$ cat src/rtl/micro_sequencer_if.sv
// Purpose: groups the micro_sequencer dispatch inputs and status outputs into one bundle.
// Latency: wires only; timing is set by the sequencer that owns the slave side.
// Backpressure: stall is the only hold mechanism; there is no ready path back to the master.
interface micro_sequencer_if #(
  parameter int SW     = 5,
  parameter int NFLAGS = 4,
  parameter int DEPTH  = 4
);
  localparam int CSW = (NFLAGS > 1) ? $clog2(NFLAGS) : 1;
  localparam int DW  = $clog2(DEPTH + 1);

  // dispatch inputs
  logic              stall;
  logic [2:0]        ty;
  logic [SW-1:0]     db_addr;
  logic [SW-1:0]     bc_addr_t;
  logic [SW-1:0]     bc_addr_f;
  logic [CSW-1:0]    cond_sel;
  logic              cond_pol;
  logic [NFLAGS-1:0] flags;
  logic [SW-1:0]     ib_addr;
  logic              ib_valid;
  logic [SW-1:0]     sb_addr;
  logic              mem_ack;
  logic              err_clr;

  // status outputs
  logic [SW-1:0]     state;
  logic              ire_load;
  logic [DW-1:0]     stk_depth;
  logic              err_ovf;
  logic              err_unf;
  logic              err_ill;

  modport master (
    output stall, ty, db_addr, bc_addr_t, bc_addr_f, cond_sel, cond_pol, flags,
           ib_addr, ib_valid, sb_addr, mem_ack, err_clr,
    input  state, ire_load, stk_depth, err_ovf, err_unf, err_ill
  );

  modport slave (
    input  stall, ty, db_addr, bc_addr_t, bc_addr_f, cond_sel, cond_pol, flags,
           ib_addr, ib_valid, sb_addr, mem_ack, err_clr,
    output state, ire_load, stk_depth, err_ovf, err_unf, err_ill
  );
endinterface

$ cat src/rtl/micro_sequencer.sv
// Purpose: next-state engine for the microcoded controller, with return stack and sticky traps.
// Latency: one clock from dispatch sampling to state/stack/error update, no bubbles.
// Backpressure: stall freezes state, stack and errors; WAIT holds until mem_ack.
module micro_sequencer #(
  parameter int SW          = 5,
  parameter int NUM_STATES  = 22,
  parameter int NFLAGS      = 4,
  parameter int DEPTH       = 4,
  parameter int RESET_STATE = 0,
  parameter int TRAP_STATE  = 31
) (
  input  logic             clock,
  input  logic             reset_n,
  micro_sequencer_if.slave bus
);
  localparam int DW = $clog2(DEPTH + 1);

  localparam logic [SW-1:0] RST_ADDR  = SW'(RESET_STATE);
  localparam logic [SW-1:0] TRAP_ADDR = SW'(TRAP_STATE);
  // one extra bit so NUM_STATES == 2**SW is representable
  localparam logic [SW:0]   STATE_LIM = (SW + 1)'(NUM_STATES);
  localparam logic [DW-1:0] FULL      = DW'(DEPTH);

  typedef enum logic [2:0] {
    TY_IB   = 3'b000,
    TY_SB   = 3'b001,
    TY_BC   = 3'b010,
    TY_DB   = 3'b011,
    TY_CALL = 3'b100,
    TY_RET  = 3'b101,
    TY_WAIT = 3'b110,
    TY_ILL  = 3'b111
  } ty_e;

  logic [SW-1:0] state_q, state_d;
  logic [SW-1:0] stk_q [DEPTH];
  logic [SW-1:0] stk_d [DEPTH];
  logic [DW-1:0] depth_q, depth_d;
  logic          ire_load_q, ire_load_d;
  logic          err_ovf_q, err_ovf_d;
  logic          err_unf_q, err_unf_d;
  logic          err_ill_q, err_ill_d;

  logic [SW-1:0] top;
  logic [SW-1:0] nxt;
  logic          addr_sel;
  logic          push;
  logic          pop;
  logic          ib_fire;
  logic          new_ovf;
  logic          new_unf;
  logic          new_ill;
  ty_e           ty;

  assign ty = ty_e'(bus.ty);

  // top-of-stack read: entry depth-1 when the stack is non-empty
  always_comb begin
    top = '0;
    for (int i = 0; i < DEPTH; i++) begin
      if (depth_q == DW'(i + 1)) top = stk_q[i];
    end
  end

  // dispatch decode: pick the candidate next address and any stack/error side effects
  always_comb begin
    nxt      = state_q;
    addr_sel = 1'b0;
    push     = 1'b0;
    pop      = 1'b0;
    ib_fire  = 1'b0;
    new_ovf  = 1'b0;
    new_unf  = 1'b0;
    new_ill  = 1'b0;
    case (ty)
      TY_IB: begin
        if (bus.ib_valid) begin
          nxt      = bus.ib_addr;
          addr_sel = 1'b1;
          ib_fire  = 1'b1;
        end
      end
      TY_SB: begin
        nxt      = bus.sb_addr;
        addr_sel = 1'b1;
      end
      TY_BC: begin
        nxt      = (bus.flags[bus.cond_sel] == bus.cond_pol) ? bus.bc_addr_t : bus.bc_addr_f;
        addr_sel = 1'b1;
      end
      TY_DB: begin
        nxt      = bus.db_addr;
        addr_sel = 1'b1;
      end
      TY_CALL: begin
        if (depth_q < FULL) begin
          push     = 1'b1;
          nxt      = bus.db_addr;
          addr_sel = 1'b1;
        end else begin
          nxt     = TRAP_ADDR;
          new_ovf = 1'b1;
        end
      end
      TY_RET: begin
        if (depth_q != '0) begin
          pop      = 1'b1;
          nxt      = top;
          addr_sel = 1'b1;
        end else begin
          nxt     = TRAP_ADDR;
          new_unf = 1'b1;
        end
      end
      TY_WAIT: begin
        if (bus.mem_ack) begin
          nxt      = bus.db_addr;
          addr_sel = 1'b1;
        end
      end
      default: begin
        nxt     = TRAP_ADDR;
        new_ill = 1'b1;
      end
    endcase
    // range check applies only to addresses taken from the microword or the stack;
    // held states and the trap address itself are never re-flagged
    if (addr_sel && ({1'b0, nxt} >= STATE_LIM)) begin
      nxt     = TRAP_ADDR;
      new_ill = 1'b1;
    end
  end

  // register next values; stall freezes everything and suppresses the ire pulse
  always_comb begin
    state_d    = state_q;
    stk_d      = stk_q;
    depth_d    = depth_q;
    ire_load_d = 1'b0;
    err_ovf_d  = err_ovf_q;
    err_unf_d  = err_unf_q;
    err_ill_d  = err_ill_q;
    if (!bus.stall) begin
      state_d    = nxt;
      ire_load_d = ib_fire;
      if (push) begin
        for (int i = 0; i < DEPTH; i++) begin
          if (depth_q == DW'(i)) stk_d[i] = bus.bc_addr_f;
        end
        depth_d = depth_q + DW'(1);
      end
      if (pop) depth_d = depth_q - DW'(1);
      // a fresh error outranks a coincident clear
      err_ovf_d = (err_ovf_q & ~bus.err_clr) | new_ovf;
      err_unf_d = (err_unf_q & ~bus.err_clr) | new_unf;
      err_ill_d = (err_ill_q & ~bus.err_clr) | new_ill;
    end
  end

  // state, stack and status flops with asynchronous reset
  always_ff @(posedge clock or negedge reset_n) begin
    if (!reset_n) begin
      state_q    <= RST_ADDR;
      for (int i = 0; i < DEPTH; i++) stk_q[i] <= '0;
      depth_q    <= '0;
      ire_load_q <= 1'b0;
      err_ovf_q  <= 1'b0;
      err_unf_q  <= 1'b0;
      err_ill_q  <= 1'b0;
    end else begin
      state_q    <= state_d;
      stk_q      <= stk_d;
      depth_q    <= depth_d;
      ire_load_q <= ire_load_d;
      err_ovf_q  <= err_ovf_d;
      err_unf_q  <= err_unf_d;
      err_ill_q  <= err_ill_d;
    end
  end

  assign bus.state     = state_q;
  assign bus.ire_load  = ire_load_q;
  assign bus.stk_depth = depth_q;
  assign bus.err_ovf   = err_ovf_q;
  assign bus.err_unf   = err_unf_q;
  assign bus.err_ill   = err_ill_q;
endmodule

$ cat src/flat_wrapper.sv
// flat-port wrapper written by rule: the top's interface ports become plain ports
module micro_sequencer_flat 
#(
  parameter int SW          = 5,
  parameter int NUM_STATES  = 22,
  parameter int NFLAGS      = 4,
  parameter int DEPTH       = 4,
  parameter int RESET_STATE = 0,
  parameter int TRAP_STATE  = 31
)
  (clock, reset_n, bus_stall, bus_ty, bus_db_addr, bus_bc_addr_t, bus_bc_addr_f, bus_cond_sel, bus_cond_pol, bus_flags, bus_ib_addr, bus_ib_valid, bus_sb_addr, bus_mem_ack, bus_err_clr, bus_state, bus_ire_load, bus_stk_depth, bus_err_ovf, bus_err_unf, bus_err_ill);
  micro_sequencer_if #(.SW(SW), .NFLAGS(NFLAGS), .DEPTH(DEPTH)) bus_i ();
  input  logic clock;
  input  logic reset_n;
  input wire logic [$bits(bus_i.stall)-1:0] bus_stall;
  input wire logic [$bits(bus_i.ty)-1:0] bus_ty;
  input wire logic [$bits(bus_i.db_addr)-1:0] bus_db_addr;
  input wire logic [$bits(bus_i.bc_addr_t)-1:0] bus_bc_addr_t;
  input wire logic [$bits(bus_i.bc_addr_f)-1:0] bus_bc_addr_f;
  input wire logic [$bits(bus_i.cond_sel)-1:0] bus_cond_sel;
  input wire logic [$bits(bus_i.cond_pol)-1:0] bus_cond_pol;
  input wire logic [$bits(bus_i.flags)-1:0] bus_flags;
  input wire logic [$bits(bus_i.ib_addr)-1:0] bus_ib_addr;
  input wire logic [$bits(bus_i.ib_valid)-1:0] bus_ib_valid;
  input wire logic [$bits(bus_i.sb_addr)-1:0] bus_sb_addr;
  input wire logic [$bits(bus_i.mem_ack)-1:0] bus_mem_ack;
  input wire logic [$bits(bus_i.err_clr)-1:0] bus_err_clr;
  output wire logic [$bits(bus_i.state)-1:0] bus_state;
  output wire logic [$bits(bus_i.ire_load)-1:0] bus_ire_load;
  output wire logic [$bits(bus_i.stk_depth)-1:0] bus_stk_depth;
  output wire logic [$bits(bus_i.err_ovf)-1:0] bus_err_ovf;
  output wire logic [$bits(bus_i.err_unf)-1:0] bus_err_unf;
  output wire logic [$bits(bus_i.err_ill)-1:0] bus_err_ill;
  assign bus_i.stall = bus_stall;
  assign bus_i.ty = bus_ty;
  assign bus_i.db_addr = bus_db_addr;
  assign bus_i.bc_addr_t = bus_bc_addr_t;
  assign bus_i.bc_addr_f = bus_bc_addr_f;
  assign bus_i.cond_sel = bus_cond_sel;
  assign bus_i.cond_pol = bus_cond_pol;
  assign bus_i.flags = bus_flags;
  assign bus_i.ib_addr = bus_ib_addr;
  assign bus_i.ib_valid = bus_ib_valid;
  assign bus_i.sb_addr = bus_sb_addr;
  assign bus_i.mem_ack = bus_mem_ack;
  assign bus_i.err_clr = bus_err_clr;
  assign bus_state = bus_i.state;
  assign bus_ire_load = bus_i.ire_load;
  assign bus_stk_depth = bus_i.stk_depth;
  assign bus_err_ovf = bus_i.err_ovf;
  assign bus_err_unf = bus_i.err_unf;
  assign bus_err_ill = bus_i.err_ill;
  micro_sequencer #(.SW(SW), .NUM_STATES(NUM_STATES), .NFLAGS(NFLAGS), .DEPTH(DEPTH), .RESET_STATE(RESET_STATE), .TRAP_STATE(TRAP_STATE)) u_core (.clock(clock), .reset_n(reset_n), .bus(bus_i));
endmodule
$ cat config.mk
export PLATFORM = sky130hd
export DESIGN_NAME = micro_sequencer_flat
export DESIGN_NICKNAME = d
export VERILOG_FILES = /design/src/rtl/micro_sequencer_if.sv /design/src/rtl/micro_sequencer.sv /design/src/flat_wrapper.sv
export SDC_FILE = /design/constraint.sdc
export NUM_CORES = 1
export LEC_CHECK = 0
export BUFFER_PORTS_ARGS = -buffer_cell sky130_fd_sc_hd__buf_2
export CAP_MARGIN = 20
export CORE_MARGIN = 2
export CORE_UTILIZATION = 54
export CTS_CLUSTER_DIAMETER = 150
export DETAILED_ROUTE_END_ITERATION = 8
export GPL_TIMING_DRIVEN = 0
export PLACE_DENSITY = 0.9
export SETUP_SLACK_MARGIN = 0.5
export SYNTH_ARGS = -nofsm -noshare
export SYNTH_HDL_FRONTEND = slang
export SYNTH_SLANG_ARGS = --single-unit
$ cat constraint.sdc
create_clock -name clock -period 2.4 [get_ports clock]
set_clock_uncertainty 0.05 [all_clocks]
set_input_delay 0.36 -clock clock [delete_from_list [all_inputs] [get_ports clock]]
set_output_delay 0.36 -clock clock [all_outputs]
set_load 0.01 [all_outputs]
==> results.tsv, run 1 <==
metric	value	unit
I/O pins	53	
synthesized-area fraction occupied by adder cells	0.03378	
Worst Path Max Fanout	8	
total clock buffers created by CTS	5	
Diodes inserted	0	
maximum clock frequency	507.7	MHz
async set or reset register ratio after synthesis	1.000	
total track usage	0.2649	
count of synthesis-stage warnings from yosys	0	
sequential cell area in the final layout	804.5	sq um
global-route wire length before repair	9004	microns
final critical-path setup slack	430.2	ps
average instance area after synthesis	9.789	sq um
endpoint kind of the worst setup timing path	flip-flop	
Max VDD drop	0.0009557	V
count of final hold-check violations	0	
fraction of the mapped netlist area in simple logic gates	0.1396	
vias post-DR	2070	
1st-iter DRT viols	223	
startpoint class of the critical path	flip-flop	
number of maximum-capacitance violations	0	
aggregate global routing overflow	0	
RSZ-0062 raised after global routing	yes	
register clock-pin slew on the reported worst setup and hold paths	70	ps
DP Wirelength	4017	microns
placement row count	23	
class of the tightest hold or removal check	input port to async pin	
Clock Sink Count	32	
total count of max-transition violations in the final report	0	
run status	complete, no violations	
combinational family with the most area after synthesis	compound AO/OA/AOI/OAI gates	
pin count of the biggest net entering global routing	33	
static power due to leakage	1.334	nW
H-tree depth	2	
endpoint required time on the critical path	2520	ps
growth of design area from synthesis to finish	31.08	%
detail-routed net length per standard cell	18.37	microns
post-synthesis cell count	227	
via density per instance	6.070	
antenna violations before repair	0	
share of synthesized area occupied by flip-flops and latches	0.3604	
final standard cell utilization of the core	0.7335	
time the final worst path needs with I/O delays and setup	1970	ps
vias in the first global route	2013	
Setup Crit Path Kind	flip-flop to flip-flop	
worst hold slack	55.28	ps
CTS root buf	clkbuf_8	
first-pass detailed-route iteration total	4	
Starting Density	0.5595	
leading cell types in the layout, fill and taps excluded	49 x buf_2, 29 x dfrtp_1, 23 x nand2_1	
accumulated negative setup slack	0	ps
Core ar.	3971	sq um
most common cell after layout, fill and taps aside	buf_2	
post-synthesis cell type count	52	
layout cells sized above 1	0.3986	
number of buffers on the longest clock path	2	
post-synthesis net count	274	
flop-to-flop setup slack	430	ps
Synth Area in Compound Gates	0.2157	
arrival time of data at the critical path endpoint	2090	ps
worst setup timing slack at the placement stage	148.1	ps
DRC violation count after routing	0	
CTS tree	yes	
number of synthesized flops with an enable pin	0	
Post-layout nets	337	
post-synthesis mux area share	0.1802	
insertion delay of the later-clocked pin in the worst-skew pair	300	ps
post-synthesis instance area	2222	sq um
Worst Max-Slew Pin Slew	708.2	ps
Chip Height	68.15	microns
most frequently used flop master after synthesis	dfrtp_1	
normalized max-slew margin	0.5279	
quantity of I/O buffers inserted on ports	47	
power density over the cells	892.1	nW/um^2
Horiz. Die Dim	68.15	microns
number of failing setup endpoints in the final timing report	0	
final wirelength	6263	microns
full die area	4644	sq um
final RePlAce weighted congestion	0.8476	
Multi-input gate area	1475	sq um
count of antenna-violating nets left after detailed routing	0	
parity-gate share of the synthesized area counting xor and xnor cells	0.01633	
number of filler cells placed in the layout	281	
Final Cycle Share	0.8208	
post-synthesis register bit count	32	
-- registers in the layout, indices dropped and copies added (netlist names) --
register / flops
u_core.bus.err_ovf: 1
u_core.stk_q: 20
u_core.bus.stk_depth: 3
u_core.bus.ire_load: 1
u_core.bus.state: 5
u_core.bus.err_ill: 1
u_core.bus.err_unf: 1
-- synth_stat cells (5+ instances only) --
| master | number | area, sq um |
|---|---|---|
| mux2i_1 | 13 | 130.1 |
| nand2_1 | 23 | 86.33 |
| o21ai_0 | 15 | 75.07 |
| a211oi_1 | 6 | 45.04 |
| nor2_1 | 17 | 63.81 |
| nor2b_1 | 5 | 31.28 |
| inv_1 | 5 | 18.77 |
| clkbuf_1 | 6 | 22.52 |
| dfrtp_1 | 32 | 800.8 |
| o21ai_1 | 5 | 25.02 |
| mux2_1 | 21 | 236.5 |
| a21oi_1 | 11 | 55.05 |
| ha_1 | 6 | 75.07 |
-- what timing repair did --
action	in CTS	in global routing
buffers inserted	9	0
resized for setup	24	24
hold buffers	0	0
pin swaps	8	8
endpoints found under the setup margin	26	26
-- metrics by stage --
| stage | total power, W | instances | area [sq um] |
|---|---|---|---|
| 2_1_floorplan | 0.001405 | 227 | 2238 |
| 3_3_place_gp | 0.001628 | 324 | 2536 |
| 3_5_place_dp | 0.001665 | 324 | 2536 |
| 4_1_cts | 0.002409 | 341 | 2808 |
| 5_1_grt | 0.002720 | 341 | 2913 |
| 6_report | 0.002598 | 341 | 2913 |
-- path summary, 6_finish.rpt --
kind	from	to	cells after the start
worst min register to register	u_core.stk_q[19]$_DFFE_PN0P_	u_core.stk_q[19]$_DFFE_PN0P_	1
worst max register to register	u_core.bus.stk_depth[1]$_DFFE_PN0P_	u_core.bus.state[3]$_DFFE_PN0N_	7
max in group asynchronous	reset_n	u_core.bus.stk_depth[0]$_DFFE_PN0P_	1
worst max-delay path	u_core.bus.stk_depth[1]$_DFFE_PN0P_	u_core.bus.state[3]$_DFFE_PN0N_	7
min in group clock	bus_bc_addr_f[3]	u_core.stk_q[18]$_DFFE_PN0P_	2
worst min-delay path	reset_n	u_core.stk_q[1]$_DFFE_PN0P_	1
-- power by group --
part	internal [W]	switching, W
combinational	0.000605	0.000633
sequential	0.000697	0.000134
clock	0.000307	0.000222
total	0.00161	0.000989
-- cells by family after synthesis --
kind of cell / count (synthesis)
mux: 36
compound gates: 66
buf+inv: 20
xor+xnor: 2
flops: 32
simple gates: 65
fa+ha+maj: 6
-- worst max-delay path, stage by stage, from the launching register on --
cell and delay, ps:
dfrtp_2 470, ha_4 190, ha_4 150, buf_8 140
a221oi_4 320, o22ai_2 170, o21ai_4 230, o221ai_2 110
-- layer usage --
layer | global-route usage | vias to the layer above | wire length [microns]
li1 | - | 956 | -
met1 | 0.3182 | 973 | 2434
met2 | 0.4442 | 114 | 3094
met3 | 0.05757 | 27 | 494
met4 | 0.1375 | 0 | 240
met5 | 0 | - | 0
-- cell type report --
cell class,count,area share
plain buffers,14,0.04210
clock buffers,5,0.02363
clock inverters,3,0.01460
inverters,6,0.009450
multi-input cells,175,0.5064
flip-flops and latches,32,0.2762
well taps,50,0.02148
repair buffers,56,0.1061
Power figures use the tool's default switching activity.
==> run 2: changes to the inputs <==
==> constraint.sdc (replaced) <==
create_clock -name clock -period 1.95 [get_ports clock]
set_clock_uncertainty 0.05 [all_clocks]
set_input_delay 0.2925 -clock clock [delete_from_list [all_inputs] [get_ports clock]]
set_output_delay 0.2925 -clock clock [all_outputs]
set_load 0.01 [all_outputs]
==> run 2 against run 1 <==
Against the previous run:
- the flow now finishes with violations (negative setup slack)
- worst setup slack worse by 560 ps
- clock power is 9.1% higher
- sequential power rose by 25%
- critical path depth up 2
- global-route usage up 1.4 points
- largest power group unchanged
==> results.tsv, run 2 (synthesis gave the netlist of run 1 again) <==
metric	value	unit
run status	complete, but fails checks	
vias in the first global route	2003	
final critical-path setup slack	-126.9	ps
worst setup path start	u_core.bus.stk_depth[0]$_DFFE_PN0P_	
final RePlAce weighted congestion	0.9126	
endpoint kind of the worst setup timing path	flip-flop	
Worst Max-Slew Pin Slew	747.2	ps
Starting Density	0.5595	
placement row count	23	
register clock-pin slew on the reported worst setup and hold paths	70	ps
violations in the final reports	negative setup slack	
static power due to leakage	1.494	nW
detail-routed net length per standard cell	20.74	microns
maximum clock frequency	481.5	MHz
Clock Sink Count	32	
endpoint required time on the critical path	2060	ps
normalized max-slew margin	0.5019	
number of buffers on the longest clock path	2	
H-tree depth	2	
class of the tightest hold or removal check	input port to async pin	
full die area	4644	sq um
Core ar.	3971	sq um
startpoint class of the critical path	flip-flop	
worst reg2reg path depth	9	
time the final worst path needs with I/O delays and setup	2077	ps
layout cells sized above 1	0.5017	
I/O pins	53	
RSZ-0062 raised after global routing	yes	
Finished Cell Area	3219	sq um
first-pass detailed-route iteration total	4	
Diodes inserted	0	
CTS root buf	clkbuf_8	
worst setup timing slack at the placement stage	-270.8	ps
vias post-DR	2212	
flip-flop count of the largest register, all copies and words added	20	
placed inst area	2735	sq um
Max VDD drop	0.0008802	V
slowest library cell on the worst path	dfrtp_2	
Horiz. Die Dim	68.15	microns
antenna violations before repair	0	
count of final hold-check violations	0	
ordered list of cells on the worst path	inv_2 > ha_2 > buf_8 > nand3b_1 > a21oi_1 > a211oi_2 > a211oi_1 > nor4_1 > o22ai_2	
DRC violation count after routing	0	
placed cell count	324	
1st-iter DRT viols	227	
Tot Pwr	0.003499	W
most common cell after layout, fill and taps aside	buf_2	
# hold bufs at CTS	0	
pin count of the biggest net entering global routing	33	
number of filler cells placed in the layout	232	
maximum cell stage delay along the critical path	440	ps
Chip Height	68.15	microns
global-route wire length before repair	9453	microns
power density over the cells	1087	nW/um^2
Crit Reg-Reg Startpoint	u_core.bus.stk_depth[0]$_DFFE_PN0P_	
aggregate global routing overflow	0	
total track usage	0.2784	
quantity of I/O buffers inserted on ports	47	
flop-to-flop setup slack	-130	ps
Post-layout nets	344	
number of maximum-capacitance violations	0	
total count of max-transition violations in the final report	0	
Setup Crit Path Kind	flip-flop to flip-flop	
DP Wirelength	4307	microns
register with the most flip-flops	u_core.stk_q	
total clock buffers created by CTS	5	
number of failing setup endpoints in the final timing report	5	
final wirelength	7197	microns
Final Cycle Share	1.065	
Worst Path Max Fanout	10	
insertion delay of the later-clocked pin in the worst-skew pair	290	ps
via density per instance	6.375	
growth of design area from synthesis to finish	44.88	%
count of antenna-violating nets left after detailed routing	0	
arrival time of data at the critical path endpoint	2190	ps
count of placed standard cells in the final layout, fillers left out	347	
leading cell types in the layout, fill and taps excluded	49 x buf_2, 29 x dfrtp_1, 20 x mux2_4	
CTS tree	yes	
[run 2: cell types whose count changed in the layout (fill, tap and decap cells not counted), moves of 2 or more]
cell       delta
nand2_1       -4
clkbuf_16     +2
mux2i_2       -2
mux2i_1       +2
nand2_8       +3
mux2_1       -20
a21oi_2       -2
buf_8         +2
mux2_4       +20
buf_6         +5
o21ai_0       -2
a21oi_4       +2
[run 2: path summary, 6_finish.rpt]
| check | endpoint |
|---|---|
| worst max register to register | u_core.bus.state[0]$_DFFE_PN0N_ |
| worst max-delay path | u_core.bus.state[0]$_DFFE_PN0N_ |
| worst min register to register | u_core.bus.err_unf$_DFFE_PN0N_ |
| min in group clock | u_core.stk_q[5]$_DFFE_PN0P_ |
| worst min-delay path | u_core.stk_q[5]$_DFFE_PN0P_ |
| max in group asynchronous | u_core.bus.stk_depth[0]$_DFFE_PN0P_ |
[run 2: critical path, delay by kind of cell (launching register included)]
| kind | cells | cell delay (ps) |
|---|---|---|
| DFF | 1 | 440 |
| adders and majority gates | 1 | 210 |
| buffers and inverters | 2 | 230 |
| and+or+nand+nor | 2 | 520 |
| AOI/OAI and AO/OA | 4 | 490 |
[run 2: per-stage QoR]
stage	utilization	TNS, ps	hold WS [ps]
6_report	0.8106	-417.1	15.85
5_1_grt	0.8106	-726.4	64.13
4_1_cts	0.7719	-17.90	27.31
3_5_place_dp	0.6887	-1154	336.2
3_3_place_gp	0.6887	-924.2	326.5
2_1_floorplan	-	-1.925	-53.09
[run 2: final cells by class]
cell class	count	area, sq um	share of cell area
plain buffers	14	148.9	0.04625
multi-input cells	175	1674	0.5200
well taps	50	62.56	0.01943
flip-flops and latches	32	804.5	0.2499
repair buffers	63	405.4	0.1259
clock buffers	7	96.34	0.02993
inverters	6	27.53	0.008550
[run 2: routing by layer]
metal	vias to the layer above	part of all wire	track usage	wire (microns)
met1	1077	0.39	0.3291	2777
li1	968	-	-	-
met2	136	0.50	0.4879	3619
met5	-	0	0	0
met3	31	0.075	0.05099	539
met4	0	0.036	0.1275	261
[run 2: what timing repair did]
item | 4_1_cts | 5_1_grt
pin swaps | 18 | 12
setup endpoints to repair | 29 | 29
cloned | 1 | 0
resized for setup | 29 | 22
setup buffers | 11 | 4
[run 2: where the power goes]
group | total, W | switching [W] | internal [W]
logic | 0.00188 | 0.000915 | 0.000965
clock network | 0.000577 | 0.000262 | 0.000315
registers | 0.00104 | 0.000185 | 0.000858
total | 0.00350 | 0.00136 | 0.00214
==> run 3: changes to the inputs <==
--- a/config.mk
+++ b/config.mk
@@ -12,8 +12,9 @@
 export CTS_CLUSTER_DIAMETER = 150
 export DETAILED_ROUTE_END_ITERATION = 8
 export GPL_TIMING_DRIVEN = 0
-export PLACE_DENSITY = 0.9
+export PLACE_DENSITY = 0.86
 export SETUP_SLACK_MARGIN = 0.5
+export SKIP_CTS_REPAIR_TIMING = 1
 export SYNTH_ARGS = -nofsm -noshare
 export SYNTH_HDL_FRONTEND = slang
 export SYNTH_SLANG_ARGS = --single-unit
==> run 3 against run 2 <==
Against the previous run:
- die area did not move
- flip-flop and latch count unchanged
- highest routed layer unchanged
- combinational power fell by 7%
- clock power shrank 6.1%
- final cell count did not move
- routed wire length decreased by 12%
- the flow finishes with violations (negative hold slack, negative setup slack)
- global-route usage is 1.5 points lower
- non-clock buffer count shrank 1
- sequential share of layout area increased by 1.0 points
- total power shrank 5.3%
- final area down 4.1%
- critical path type unchanged
- worst hold slack got worse by 17 ps
==> results.tsv, run 3 (synthesis gave the netlist of run 1 again) <==
metric	value	unit
Worst Max-Slew Pin Slew	735.9	ps
antenna violations before repair	0	
CTS root buf	clkbuf_8	
accumulated negative setup slack	-488.3	ps
Worst Path Max Fanout	7	
Largest delay share family, worst path	compound AO/OA/AOI/OAI gates	
final wirelength	6310	microns
H-tree depth	2	
buffering stage count on the worst path with inverters included	1	
first-pass detailed-route iteration total	4	
final standard cell utilization of the core	0.7776	
most frequent CP cell	ha_4	
quantity of I/O buffers inserted on ports	47	
most common cell after layout, fill and taps aside	buf_2	
register clock-pin slew on the reported worst setup and hold paths	80	ps
number of maximum-capacitance violations	0	
layout cells sized above 1	0.4815	
number of buffers on the longest clock path	2	
endpoint required time on the critical path	2120	ps
DP Wirelength	4233	microns
arrival time of data at the critical path endpoint	2280	ps
aggregate global routing overflow	0	
flop-to-flop setup slack	-160	ps
pin count of the biggest net entering global routing	33	
register with the most flip-flops	u_core.stk_q	
endpoint kind of the worst setup timing path	flip-flop	
Max VDD drop	0.0008517	V
global-route wire length before repair	8997	microns
number of stages on the worst setup path	9	
ordered list of cells on the worst path	ha_4 > ha_4 > clkbuf_16 > or2_4 > a21oi_1 > o21ai_2 > o2111ai_4 > nand2_1 > o221ai_2	
via density per instance	5.795	
Clock Sink Count	32	
normalized max-slew margin	0.5094	
number of failing setup endpoints in the final timing report	5	
final critical-path setup slack	-158.6	ps
RSZ-0062 raised after global routing	yes	
count of final hold-check violations	2	
Diodes inserted	0	
total track usage	0.2639	
growth of design area from synthesis to finish	38.96	%
Post-layout nets	343	
CTS tree	yes	
DRC violation count after routing	0	
Starting Density	0.5595	
time the final worst path needs with I/O delays and setup	2109	ps
detail-routed net length per standard cell	18.18	microns
maximum clock frequency	474.3	MHz
vias in the first global route	1952	
slowest library cell on the worst path	dfrtp_2	
vias post-DR	2011	
class of the tightest hold or removal check	input port to async pin	
total clock buffers created by CTS	5	
maximum cell stage delay along the critical path	480	ps
count of antenna-violating nets left after detailed routing	0	
worst hold slack	-1.597	ps
startpoint class of the critical path	flip-flop	
Chip Height	68.15	microns
full die area	4644	sq um
Setup Crit Path Kind	flip-flop to flip-flop	
Critical path destination	u_core.bus.state[3]$_DFFE_PN0N_	
1st-iter DRT viols	158	
Horiz. Die Dim	68.15	microns
final RePlAce weighted congestion	0.8417	
leading cell types in the layout, fill and taps excluded	49 x buf_2, 30 x dfrtp_1, 20 x mux2_4	
critical register-to-register path endpoint	u_core.bus.state[3]$_DFFE_PN0N_	
violations in the final reports	negative hold slack, negative setup slack	
worst reg2reg path depth	9	
static power due to leakage	1.470	nW
placement row count	23	
run status	complete, but fails checks	
I/O pins	53	
power density over the cells	1073	nW/um^2
flip-flop count of the largest register, all copies and words added	20	
Final Cycle Share	1.081	
insertion delay of the later-clocked pin in the worst-skew pair	300	ps
Crit Reg-Reg Startpoint	u_core.bus.stk_depth[1]$_DFFE_PN0P_	
number of filler cells placed in the layout	261	
total count of max-transition violations in the final report	0	
Core ar.	3971	sq um
worst setup path start	u_core.bus.stk_depth[1]$_DFFE_PN0P_	
==> run 3: changes by cell type in the layout (fill, tap and decap cells not counted), sizes merged <==
| cell | previous run | this run |
|---|---|---|
| clkinv | 0 | 2 |
| clkbuf | 14 | 12 |
==> run 3: how the worst min path moves through the flow <==
stage	slack, ps	startpoint	depth (start not counted)	endpoint
after global routing	40	reset_n	1	u_core.stk_q[7]$_DFFE_PN0P_
final	-2	reset_n	1	u_core.stk_q[7]$_DFFE_PN0P_
after detailed placement	340	reset_n	1	u_core.stk_q[16]$_DFFE_PN0P_
after CTS	20	reset_n	1	u_core.stk_q[7]$_DFFE_PN0P_
after floorplan	-50	reset_n	0	u_core.bus.err_ill$_DFFE_PN0N_
after global placement	330	reset_n	1	u_core.stk_q[12]$_DFFE_PN0P_
==> run 3: report_power, final <==
part | total (W) | internal [W] | switching (W)
Clock | 0.000542 | 0.000281 | 0.000261
Sequential | 0.00103 | 0.000856 | 0.000173
Combinational | 0.00174 | 0.000920 | 0.000822
==> run 3: worst reg2reg max path: cells and delay by family (launching register included) <==
kind | cells | cell delay, ps
flops | 1 | 480
simple gates | 2 | 350
buf+inv | 1 | 150
compound gates | 4 | 650
fa+ha+maj | 2 | 360
==> run 3: final cells by class <==
class	instances	area, sq um	share of cell area
Buffer	14	138.9	0.04498
Clock buffer	6	82.58	0.02674
Clock inverter	2	10.01	0.003241
Inverter	6	27.53	0.008914
Multi-Input combinational cell	175	1600	0.5182
Sequential cell	32	803.3	0.2601
Tap cell	50	62.56	0.02026
Timing Repair Buffer	62	362.8	0.1175
==> run 3: metal layers <==
| metal | global-route usage | vias up | wire [microns] |
|---|---|---|---|
| li1 | - | 959 | - |
| met5 | 0 | - | 0 |
| met2 | 0.4454 | 72 | 3275 |
| met1 | 0.3250 | 966 | 2550 |
| met3 | 0.06579 | 14 | 359 |
| met4 | 0.09750 | 0 | 125 |
==> run 3: stage by stage <==
stage	instance area [sq um]	std cells	power, W	setup WS, ps
after global placement	2735	324	0.002325	-216.9
after global routing	3088	347	0.003509	-228.4
after detailed placement	2735	324	0.002356	-313.9
after CTS	2828	332	0.002912	-325.2
final	3088	347	0.003314	-158.6
after floorplan	2437	227	0.002025	-1.925
